### src/rtl/div_if.sv
// Request/result bundle between execute and the multi-cycle divide unit.
// Also carries the unit's FSM state so checkers can observe it directly.
interface div_if #(
  parameter int XLEN = 32
);
  // Valid/ready: a transfer happens on a rising clk edge where both valid and
  // ready are high. Valid must not depend combinationally on ready, and the
  // payload is only meaningful while valid is high.
  logic            start_valid;
  logic            start_ready;
  logic [1:0]      op;
  logic [XLEN-1:0] dividend;
  logic [XLEN-1:0] divisor;
  logic            res_valid;
  logic            res_ready;
  logic [XLEN-1:0] result;
  logic            busy;
  logic [1:0]      dbg_state;

  modport master (
    output start_valid, op, dividend, divisor, res_ready,
    input  start_ready, res_valid, result, busy, dbg_state
  );

  modport slave (
    input  start_valid, op, dividend, divisor, res_ready,
    output start_ready, res_valid, result, busy, dbg_state
  );
endinterface

### src/rtl/div_sequencer.sv
// RV32M DIV/DIVU/REM/REMU unit: restoring division, one quotient bit per clock,
// with single-cycle handling of divide-by-zero and signed overflow.
module div_sequencer #(
  parameter int XLEN = 32
) (
  input logic  clk,
  input logic  rst_n,
  div_if.slave bus
);
  localparam int CW = $clog2(XLEN);
  localparam logic [XLEN-1:0] MIN_NEG = {1'b1, {(XLEN-1){1'b0}}};

  typedef enum logic [1:0] {
    IDLE = 2'd0,
    CALC = 2'd1,
    DONE = 2'd2
  } state_t;

  state_t          state_q, state_d;
  logic [CW-1:0]   cnt_q;
  logic            steps_done_q;
  logic [XLEN-1:0] rem_q, quo_q, dvsr_q, result_q;
  logic            op_rem_q, sign_a_q, sign_b_q;

  logic            accept, signed_op, neg_a, neg_b, div_zero, overflow, fast;
  logic [XLEN-1:0] mag_a, mag_b, fast_res;
  logic [XLEN:0]   rem_ext;
  logic            ge;
  logic [XLEN-1:0] rem_step, quo_step, quo_fix, rem_fix, final_res;

  // Request decode and the fast-path outcomes, evaluated while in IDLE.
  always_comb begin
    accept    = bus.start_valid && (state_q == IDLE);
    signed_op = ~bus.op[0];
    neg_a     = signed_op & bus.dividend[XLEN-1];
    neg_b     = signed_op & bus.divisor[XLEN-1];
    mag_a     = neg_a ? -bus.dividend : bus.dividend;
    mag_b     = neg_b ? -bus.divisor : bus.divisor;
    div_zero  = (bus.divisor == '0);
    overflow  = signed_op && (bus.dividend == MIN_NEG) && (bus.divisor == '1);
    fast      = div_zero || overflow;
    fast_res  = '0;
    if (div_zero) begin
      fast_res = bus.op[1] ? bus.dividend : '1;
    end else if (overflow) begin
      fast_res = bus.op[1] ? '0 : MIN_NEG;
    end
  end

  // One restoring step: shift in the next dividend bit, subtract if it fits.
  always_comb begin
    rem_ext  = {rem_q, quo_q[XLEN-1]};
    ge       = rem_ext >= {1'b0, dvsr_q};
    rem_step = ge ? (rem_ext[XLEN-1:0] - dvsr_q) : rem_ext[XLEN-1:0];
    quo_step = {quo_q[XLEN-2:0], ge};
    quo_fix  = (sign_a_q ^ sign_b_q) ? -quo_q : quo_q;
    rem_fix  = sign_a_q ? -rem_q : rem_q;
    final_res = op_rem_q ? rem_fix : quo_fix;
  end

  always_comb begin
    state_d = state_q;
    case (state_q)
      IDLE: if (bus.start_valid) state_d = fast ? DONE : CALC;
      CALC: if (steps_done_q) state_d = DONE;
      DONE: if (bus.res_ready) state_d = IDLE;
      default: state_d = IDLE;
    endcase
  end

  // CALC spends XLEN cycles stepping and one more applying the sign fix-up.
  always_ff @(posedge clk) begin
    if (!rst_n) begin
      state_q      <= IDLE;
      cnt_q        <= '0;
      steps_done_q <= 1'b0;
      rem_q        <= '0;
      quo_q        <= '0;
      dvsr_q       <= '0;
      result_q     <= '0;
      op_rem_q     <= 1'b0;
      sign_a_q     <= 1'b0;
      sign_b_q     <= 1'b0;
    end else begin
      state_q <= state_d;
      case (state_q)
        IDLE: begin
          if (accept) begin
            op_rem_q     <= bus.op[1];
            sign_a_q     <= neg_a;
            sign_b_q     <= neg_b;
            rem_q        <= '0;
            quo_q        <= mag_a;
            dvsr_q       <= mag_b;
            cnt_q        <= CW'(XLEN - 1);
            steps_done_q <= 1'b0;
            if (fast) result_q <= fast_res;
          end
        end
        CALC: begin
          if (!steps_done_q) begin
            rem_q <= rem_step;
            quo_q <= quo_step;
            cnt_q <= cnt_q - CW'(1);
            if (cnt_q == '0) steps_done_q <= 1'b1;
          end else begin
            result_q     <= final_res;
            steps_done_q <= 1'b0;
          end
        end
        default: ;
      endcase
    end
  end

  assign bus.start_ready = (state_q == IDLE);
  assign bus.res_valid   = (state_q == DONE);
  assign bus.busy        = (state_q != IDLE);
  assign bus.result      = result_q;
  assign bus.dbg_state   = state_q;
endmodule

### src/flat_wrapper.sv
// flat-port wrapper written by rule: the top's interface ports become plain ports
module div_sequencer_flat 
#(
  parameter int XLEN = 32
)
  (clk, rst_n, bus_start_valid, bus_op, bus_dividend, bus_divisor, bus_res_ready, bus_start_ready, bus_res_valid, bus_result, bus_busy, bus_dbg_state);
  div_if #(.XLEN(XLEN)) bus_i ();
  input logic clk;
  input logic rst_n;
  input wire logic [$bits(bus_i.start_valid)-1:0] bus_start_valid;
  input wire logic [$bits(bus_i.op)-1:0] bus_op;
  input wire logic [$bits(bus_i.dividend)-1:0] bus_dividend;
  input wire logic [$bits(bus_i.divisor)-1:0] bus_divisor;
  input wire logic [$bits(bus_i.res_ready)-1:0] bus_res_ready;
  output wire logic [$bits(bus_i.start_ready)-1:0] bus_start_ready;
  output wire logic [$bits(bus_i.res_valid)-1:0] bus_res_valid;
  output wire logic [$bits(bus_i.result)-1:0] bus_result;
  output wire logic [$bits(bus_i.busy)-1:0] bus_busy;
  output wire logic [$bits(bus_i.dbg_state)-1:0] bus_dbg_state;
  assign bus_i.start_valid = bus_start_valid;
  assign bus_i.op = bus_op;
  assign bus_i.dividend = bus_dividend;
  assign bus_i.divisor = bus_divisor;
  assign bus_i.res_ready = bus_res_ready;
  assign bus_start_ready = bus_i.start_ready;
  assign bus_res_valid = bus_i.res_valid;
  assign bus_result = bus_i.result;
  assign bus_busy = bus_i.busy;
  assign bus_dbg_state = bus_i.dbg_state;
  div_sequencer #(.XLEN(XLEN)) u_core (.clk(clk), .rst_n(rst_n), .bus(bus_i));
endmodule
### config.mk
export PLATFORM = sky130hd
export DESIGN_NAME = div_sequencer_flat
export DESIGN_NICKNAME = d
export VERILOG_FILES = /design/src/rtl/div_if.sv /design/src/rtl/div_sequencer.sv /design/src/flat_wrapper.sv
export SDC_FILE = /design/constraint.sdc
export NUM_CORES = 1
export LEC_CHECK = 0
export ABC_CLOCK_PERIOD_IN_PS = 8700
export CORE_MARGIN = 5
export CORE_UTILIZATION = 35
export DETAILED_ROUTE_END_ITERATION = 8
export SETUP_SLACK_MARGIN = 0.3
export SYNTH_ARGS = -nofsm -noshare
export SYNTH_HDL_FRONTEND = slang
export SYNTH_SLANG_ARGS = --single-unit
### constraint.sdc
create_clock -name clk -period 8.7 [get_ports clk]
set_clock_uncertainty 0.2 [all_clocks]
set_input_delay 1.305 -clock clk [delete_from_list [all_inputs] [get_ports clk]]
set_output_delay 1.305 -clock clk [all_outputs]
set_load 0.01 [all_outputs]
==> impl_results.md, run 1 <==
- Status: complete, no violations
- Max Cap Viol: 0
- Routed Antenna Nets: 0
- Register bit total from synthesis: 139
- Die area: 0.0338 mm²
- Via density: 5.67
- Sequential power share: 0.354
- Sequential fraction of the synthesis area: 0.263
- Core Rows: 63
- Ys Warns: 0
- Post-CTS Hold Buffers: 0
- Internal power: 1.34 mW
- Htree depth: 4
- Worst R2R Path Depth: 11
- Worst Setup SP: bus_divisor[15]
- Final nets: 1,573
- Placed cells: 1,834
- Pre-CTS WS: 3.21 ns
- Fin crit period: 5.07 ns
- # DRC: 0
- Synth top area share: 0.263
- Layout cells sized above 1: 0.0589
- Synth unique cells: 79
- CORE AREA: 0.0297 mm²
- RSZ-0062 raised after global routing: false
- Cell count after synthesis: 1,411
- Most common library cell in the layout ignoring fill and taps: nor2_1
- Routed wire length: 34,200 µm
- Filler cell count: 2,998
- Post-layout util: 0.420
- Initial antenna violation count: 0
- Drt pass-1 iters: 5
- Setup TNS Final: 0 ns
- Area grow syn2layout: 18.0%
- Final WS setup: 3.63 ns
- Final HPWL DP: 25,300 µm
- Top Usage Layer GRT: met2
- Routability cong.: 0.916
- Clock share of power: 0.362
- Routed wire per std cell: 18.3 µm
- Critical Path RT: 8.82 ns
- Worst Setup Path Type: input pin to register
- Leak Pwr: 4.58 nW
- Critical Path Sink Type: register
- Startpoint types: input pin
- VDD IR max: 0.000129 V
- Async SR Flop Fraction: 0
- Synth Flop Type: dfxtp_1
- Largest net degree at the start of global routing: 77
- Skew-Pair Late Insertion Delay: 0.42 ns
- Period utilisation layout: 0.583
- Clock Pin Slew Worst Setup and Hold Paths: 0.07 ns
- Finished Cell Area: 0.0125 mm²
- Starting Density: 0.356
- CP Data Arrival Time: 5.19 ns
- Final Hold Fails: 0
- Post-route insts no fill: 1,866
- Die W: 184 µm
- Inserted Clock Buffers: 17
- First-pass GRT wire length: 53,900 µm
- Num ports: 107
- Vias in the first global route: 9,679
- GRT met1 Usage: 0.276
- Most frequent cells in the layout: 145 x nor2_1, 139 x dfxtp_1, 131 x a21oi_1
- CTS-repair resized insts: 0
- Post-synth EDFFs: 0
- Post-CTS setup buffers: 0
- Total gr overflow: 0
- Hold WS: 0.266 ns
- Syn_area_per_cell: 7.50 µm²
- Die height: 184 µm
- Root Driver: clkbuf_16
- ANT cells: 0
- Max Clk Rate: 197 MHz
- Synthesized cell area: 0.0106 mm²
- Clk sinks: 139
- Worst r2r src: u_core.dvsr_q[8]
- M2 GR Usage: 0.314
- Hold Path Stages: 2
- Final setup fails: 0
- Total GRT Usage: 0.196
- Logic gate share of total power: 0.284
- PD cells: 165 mW/mm²
- Pins Over Slew Limit: 0
- Switch share: 0.349
- Area leader, netlist: dfxtp_1
- Iteration-0 DRC Markers: 846
- CP Max Fanout: 63
- Synth area leaders: dfxtp_1 26%, xnor2_1 7.7%, a21oi_1 6.2%, nor2_1 5.2%, o21ai_0 4.9%
- Met3 GRT Util: 0.0251
- Overall Power: 2.06 mW
- PortBufs: 106
- HP Class: register to register
- Hold Crit Start: u_core.dvsr_q[13]
- Max_slew headroom: 0.235
- TritonCTS clock tree: done
- DP Area: 0.0119 mm²
- CTS max path bufs: 2
- NetSw: 0.717 mW
- Actual slew at the worst max-slew pin: 1.15 ns
- Syn Nets: 1,521
- Vias: 10,600
-- state kept, by name, indices dropped and copies added (netlist names) --
signal / flops
u_core.dvsr_q: 32
u_core.bus.result: 32
u_core.cnt_q: 5
u_core.sign_b_q: 1
u_core.sign_a_q: 1
u_core.quo_q: 32
u_core.bus.dbg_state: 2
u_core.op_rem_q: 1
u_core.steps_done_q: 1
u_core.rem_q: 32
-- path summary, 6_finish.rpt --
check | slack (ns) | endpoint
setup / recovery | 3.63 | u_core.bus.result[14]
hold / removal | 0.27 | u_core.dvsr_q[13]
setup reg to reg | 4.80 | u_core.rem_q[25]
hold reg to reg | 0.27 | u_core.dvsr_q[13]
-- power groups by stage --
stage	registers, mW	logic, mW	clock network [mW]
after floorplan	0.721	0.413	0
after global placement	0.739	0.571	0
after detailed placement	0.740	0.574	0
after CTS	0.726	0.579	0.758
after global routing	0.732	0.643	0.782
final	0.727	0.583	0.745
-- cells in the mapped netlist (all sizes together), types with 4 or more instances --
| library cell | count |
|---|---|
| nor2 | 147 |
| dfxtp | 139 |
| a21oi | 131 |
| nand2 | 125 |
| o21ai | 106 |
| xnor2 | 93 |
| clkbuf | 76 |
| inv | 73 |
| xor2 | 50 |
| a211oi | 45 |
| ha | 39 |
| nor3 | 34 |
| o211ai | 28 |
| nand3 | 26 |
| a31oi | 21 |
| o31ai | 21 |
| a311oi | 20 |
| mux2i | 18 |
| nor4 | 16 |
| a22oi | 13 |
| nand2b | 13 |
| nand4 | 13 |
| or3 | 13 |
| a21o | 12 |
| buf | 12 |
| a32oi | 11 |
| or4 | 11 |
| and3 | 10 |
| nor2b | 9 |
| and2 | 8 |
| o21a | 8 |
| o41ai | 8 |
| o21bai | 7 |
| a221oi | 5 |
| o22ai | 5 |
| nor3b | 4 |
-- logic make-up (layout without fill, tap and decap cells) --
logic type / Yosys count / count (layout) / share of synthesized area
flip-flops: 139 / 139 / 0.263
adder cells (fa/ha/maj): 40 / 40 / 0.0480
XOR/XNOR: 143 / 143 / 0.118
AND/OR/NAND/NOR: 441 / 441 / 0.200
buffers and inverters: 162 / 227 / 0.0605
multiplexers: 20 / 20 / 0.0191
AO/OA/AOI/OAI: 466 / 466 / 0.291
-- layout make-up --
cell class              count  area, µm²  share of cell area
clock inverters            14        159              0.0127
flip-flops and latches    139       2780               0.223
repair buffers            121       1170              0.0940
clock buffers              18        429              0.0344
well taps                 390        488              0.0391
multi-input cells        1110       7180               0.575
inverters                  74        279              0.0223
-- critical path: stages --
cell and delay, ns:
clkdlybuf4s50_1 0.51, or4_4 0.61, nor4_4 0.18, nand2b_1 0.13, nand3b_4 0.22, nor3_4 0.81
o21bai_2 0.30, a22o_4 0.56, o21ai_0 0.21, o221a_2 0.27
-- routing by layer --
layer | share of wire | routed length, µm | vias up
li1 | - | - | 5213
met1 | 0.47 | 16000 | 4985
met2 | 0.46 | 15700 | 352
met3 | 0.053 | 1820 | 35
met4 | 0.021 | 735 | 0
met5 | 0 | 0 | -
No activity file was read; power rests on OpenSTA's default activity.
==> run 2, diff against run 1 <==
--- a/config.mk
+++ b/config.mk
@@ -5,7 +5,7 @@
 export SDC_FILE = /design/constraint.sdc
 export NUM_CORES = 1
 export LEC_CHECK = 0
-export ABC_CLOCK_PERIOD_IN_PS = 8700
+export ABC_CLOCK_PERIOD_IN_PS = 4660
 export CORE_MARGIN = 5
 export CORE_UTILIZATION = 35
 export DETAILED_ROUTE_END_ITERATION = 8
==> constraint.sdc (replaced) <==
create_clock -name clk -period 4.66 [get_ports clk]
set_clock_uncertainty 0.2 [all_clocks]
set_input_delay 0.699 -clock clk [delete_from_list [all_inputs] [get_ports clk]]
set_output_delay 0.699 -clock clk [all_outputs]
set_load 0.01 [all_outputs]
==> run 2 against run 1 <==
- cell count rose by 0.64%
- largest power group unchanged
- routed wire length is 0.78% higher
- cell area is 0.70% higher
- global-route usage up 0.31 points
- highest routed layer unchanged
- power rose by 86%
- clock power is 83% higher
- critical endpoint is now u_core.bus.result[0]
- utilization grew 0.29 points
==> impl_results.md, run 2 (same netlist as run 1, synthesis figures left out) <==
- Status: complete, no violations
- Routability cong.: 0.914 (-0.21%)
- Sequential Area: 0.00278 mm² (unchanged)
- Routed wire length: 34,500 µm (+0.78%)
- Post-layout util: 0.423 (+0.00295)
- Most common library cell in the layout ignoring fill and taps: nor2_1
- Clock Pin Slew Worst Setup and Hold Paths: 0.06 ns (about the same)
- Num ports: 107 (unchanged)
- Drt pass-1 iters: 5 (unchanged)
- CTS-repair resized insts: 0 (unchanged)
- Most frequent cells in the layout: 145 x nor2_1, 139 x dfxtp_1, 131 x a21oi_1
- Post-route insts no fill: 1,878 (+0.64%)
- DP Area: 0.0120 mm² (+0.86%)
- Fin crit period: 3.95 ns
- CORE AREA: 0.0297 mm² (unchanged)
- Total GRT Usage: 0.199 (+0.00309)
- Pins Over Slew Limit: 0 (unchanged)
- Worst r2r src: u_core.dvsr_q[10]
- Period utilisation layout: 0.847
- Die W: 184 µm (unchanged)
- CTS max path bufs: 2 (unchanged)
- Worst path slowest cell: clkdlybuf4s50_1
- Clk sinks: 139 (unchanged)
- Routed wire per std cell: 18.4 µm (+0.14%)
- Hold WS: 0.254 ns (-0.0126 ns)
- PD cells: 303 mW/mm² (+84%)
- Root Driver: clkbuf_16
- Worst R2R End: u_core.rem_q[29]
- PortBufs: 106 (unchanged)
- Starting Density: 0.356 (unchanged)
- Core Rows: 63 (unchanged)
- Crit-path cells: clkdlybuf4s50_1, inv_1, ha_1, or4b_1, or3_1, nor3_1, nand3_1, o21bai_2, a22o_4, buf_12, nor2_1, a311oi_1
- CP Data Arrival Time: 4.08 ns (-1.11 ns)
- Initial antenna violation count: 0 (unchanged)
- Max Clk Rate: 253 MHz
- Iteration-0 DRC Markers: 807 (-4.6%)
- Hold Path Stages: 2 (unchanged)
- TritonCTS clock tree: done
- Largest net degree at the start of global routing: 61 (-21%)
- HP Class: register to register
- Placed cells: 1,846 (+0.65%)
- Final setup fails: 0 (unchanged)
- Overall Power: 3.82 mW (+86%)
- VDD IR max: 0.000255 V (+98%)
- Critical Path RT: 4.79 ns (-4.03 ns)
- Critical Path Max Stage Delay: 0.51 ns (-0.30 ns)
- WHS Endpoint: u_core.dvsr_q[13]
- Actual slew at the worst max-slew pin: 1.26 ns (+0.115 ns)
- # DRC: 0 (unchanged)
- Post-CTS Hold Buffers: 0 (unchanged)
- FF-to-FF setup slack: 0.88 ns (-3.92 ns)
- Final Hold Fails: 0 (unchanged)
- Htree depth: 4 (unchanged)
- Die area: 0.0338 mm² (unchanged)
- Hold Crit Start: u_core.dvsr_q[13]
- Pre-CTS WS: 0.313 ns (-2.90 ns)
- Critical Path Sink Type: register
- Final WS setup: 0.712 ns (-2.92 ns)
- First-pass GRT wire length: 54,900 µm (+1.8%)
- Area grow syn2layout: 18.8%
- Max_slew headroom: 0.156 (-0.0789)
- Total gr overflow: 0 (unchanged)
- Finished Cell Area: 0.0126 mm² (+0.70%)
- Final HPWL DP: 25,600 µm (+1.3%)
- Post-CTS setup buffers: 0 (unchanged)
- Via density: 5.64 (-0.51%)
- Max Cap Viol: 0 (unchanged)
- ANT cells: 0 (unchanged)
- Final nets: 1,585 (+0.76%)
- Worst R2R Path Depth: 11 (unchanged)
- Die height: 184 µm (unchanged)
- CP Max Fanout: 25 (-60%)
- Vias: 10,600 (+0.13%)
- Filler cell count: 3,042 (+1.5%)
- RSZ-0062 raised after global routing: false
- Multi-input logic area: 0.00718 mm² (unchanged)
- Vias in the first global route: 9,963 (+2.9%)
- Layout cells sized above 1: 0.0665 (+0.00759)
- Startpoint types: input pin
- Leak Pwr: 4.64 nW (+1.3%)
- Skew-Pair Late Insertion Delay: 0.43 ns (about the same)
- Setup TNS Final: 0 ns (unchanged)
- Inserted Clock Buffers: 17 (unchanged)
- Routed Antenna Nets: 0 (unchanged)
- Worst Setup Path Type: input pin to register
-- run 2: cell types whose count changed in the layout (fill, tap and decap cells not counted) --
cell,before,now
buf_12,0,1
clkinvlp_4,4,3
clkinv_4,1,2
bufinv_16,2,1
buf_4,15,26
clkbuf_8,0,1
-- run 2: final cells by class --
type,instances,share of cell area
inverters,74,0.0222
repair buffers,133,0.101
flip-flops and latches,139,0.221
clock inverters,13,0.0103
multi-input cells,1110,0.571
well taps,390,0.0388
clock buffers,19,0.0352
-- run 2: where the power goes --
group          switching, mW  leakage [nW]  internal, mW
Combinational          0.657          3.23         0.443
Clock                  0.601         0.273         0.762
Sequential            0.0920          1.14          1.26
Total                   1.35          4.64          2.47
-- run 2: routing by layer --
metal | wire [µm] | vias up | global-route usage
met1 | 16400 | 4988 | 0.282
met4 | 539 | 0 | 0.0485
li1 | - | 5237 | -
met5 | 0 | - | 0
met2 | 15900 | 336 | 0.320
met3 | 1640 | 38 | 0.0289
-- run 2: worst max-delay path by stage --
| stage | start | slack (ns) | to |
|---|---|---|---|
| after floorplan | bus_dividend[1] | 1.45 | u_core.quo_q[26] |
| after global placement | bus_dividend[0] | 0.44 | u_core.bus.result[10] |
| after detailed placement | bus_dividend[0] | 0.31 | u_core.bus.result[0] |
| after CTS | bus_dividend[0] | 0.74 | u_core.bus.result[0] |
| after global routing | bus_dividend[0] | 0.54 | u_core.bus.result[9] |
| final | bus_dividend[0] | 0.71 | u_core.bus.result[0] |
-- run 2: worst max-delay path: cells and delay by family --
kind | cells | cell delay [ns]
buf+inv | 3 | 0.83
fa+ha+maj | 1 | 0.18
simple gates | 5 | 1.52
compound gates | 3 | 0.86
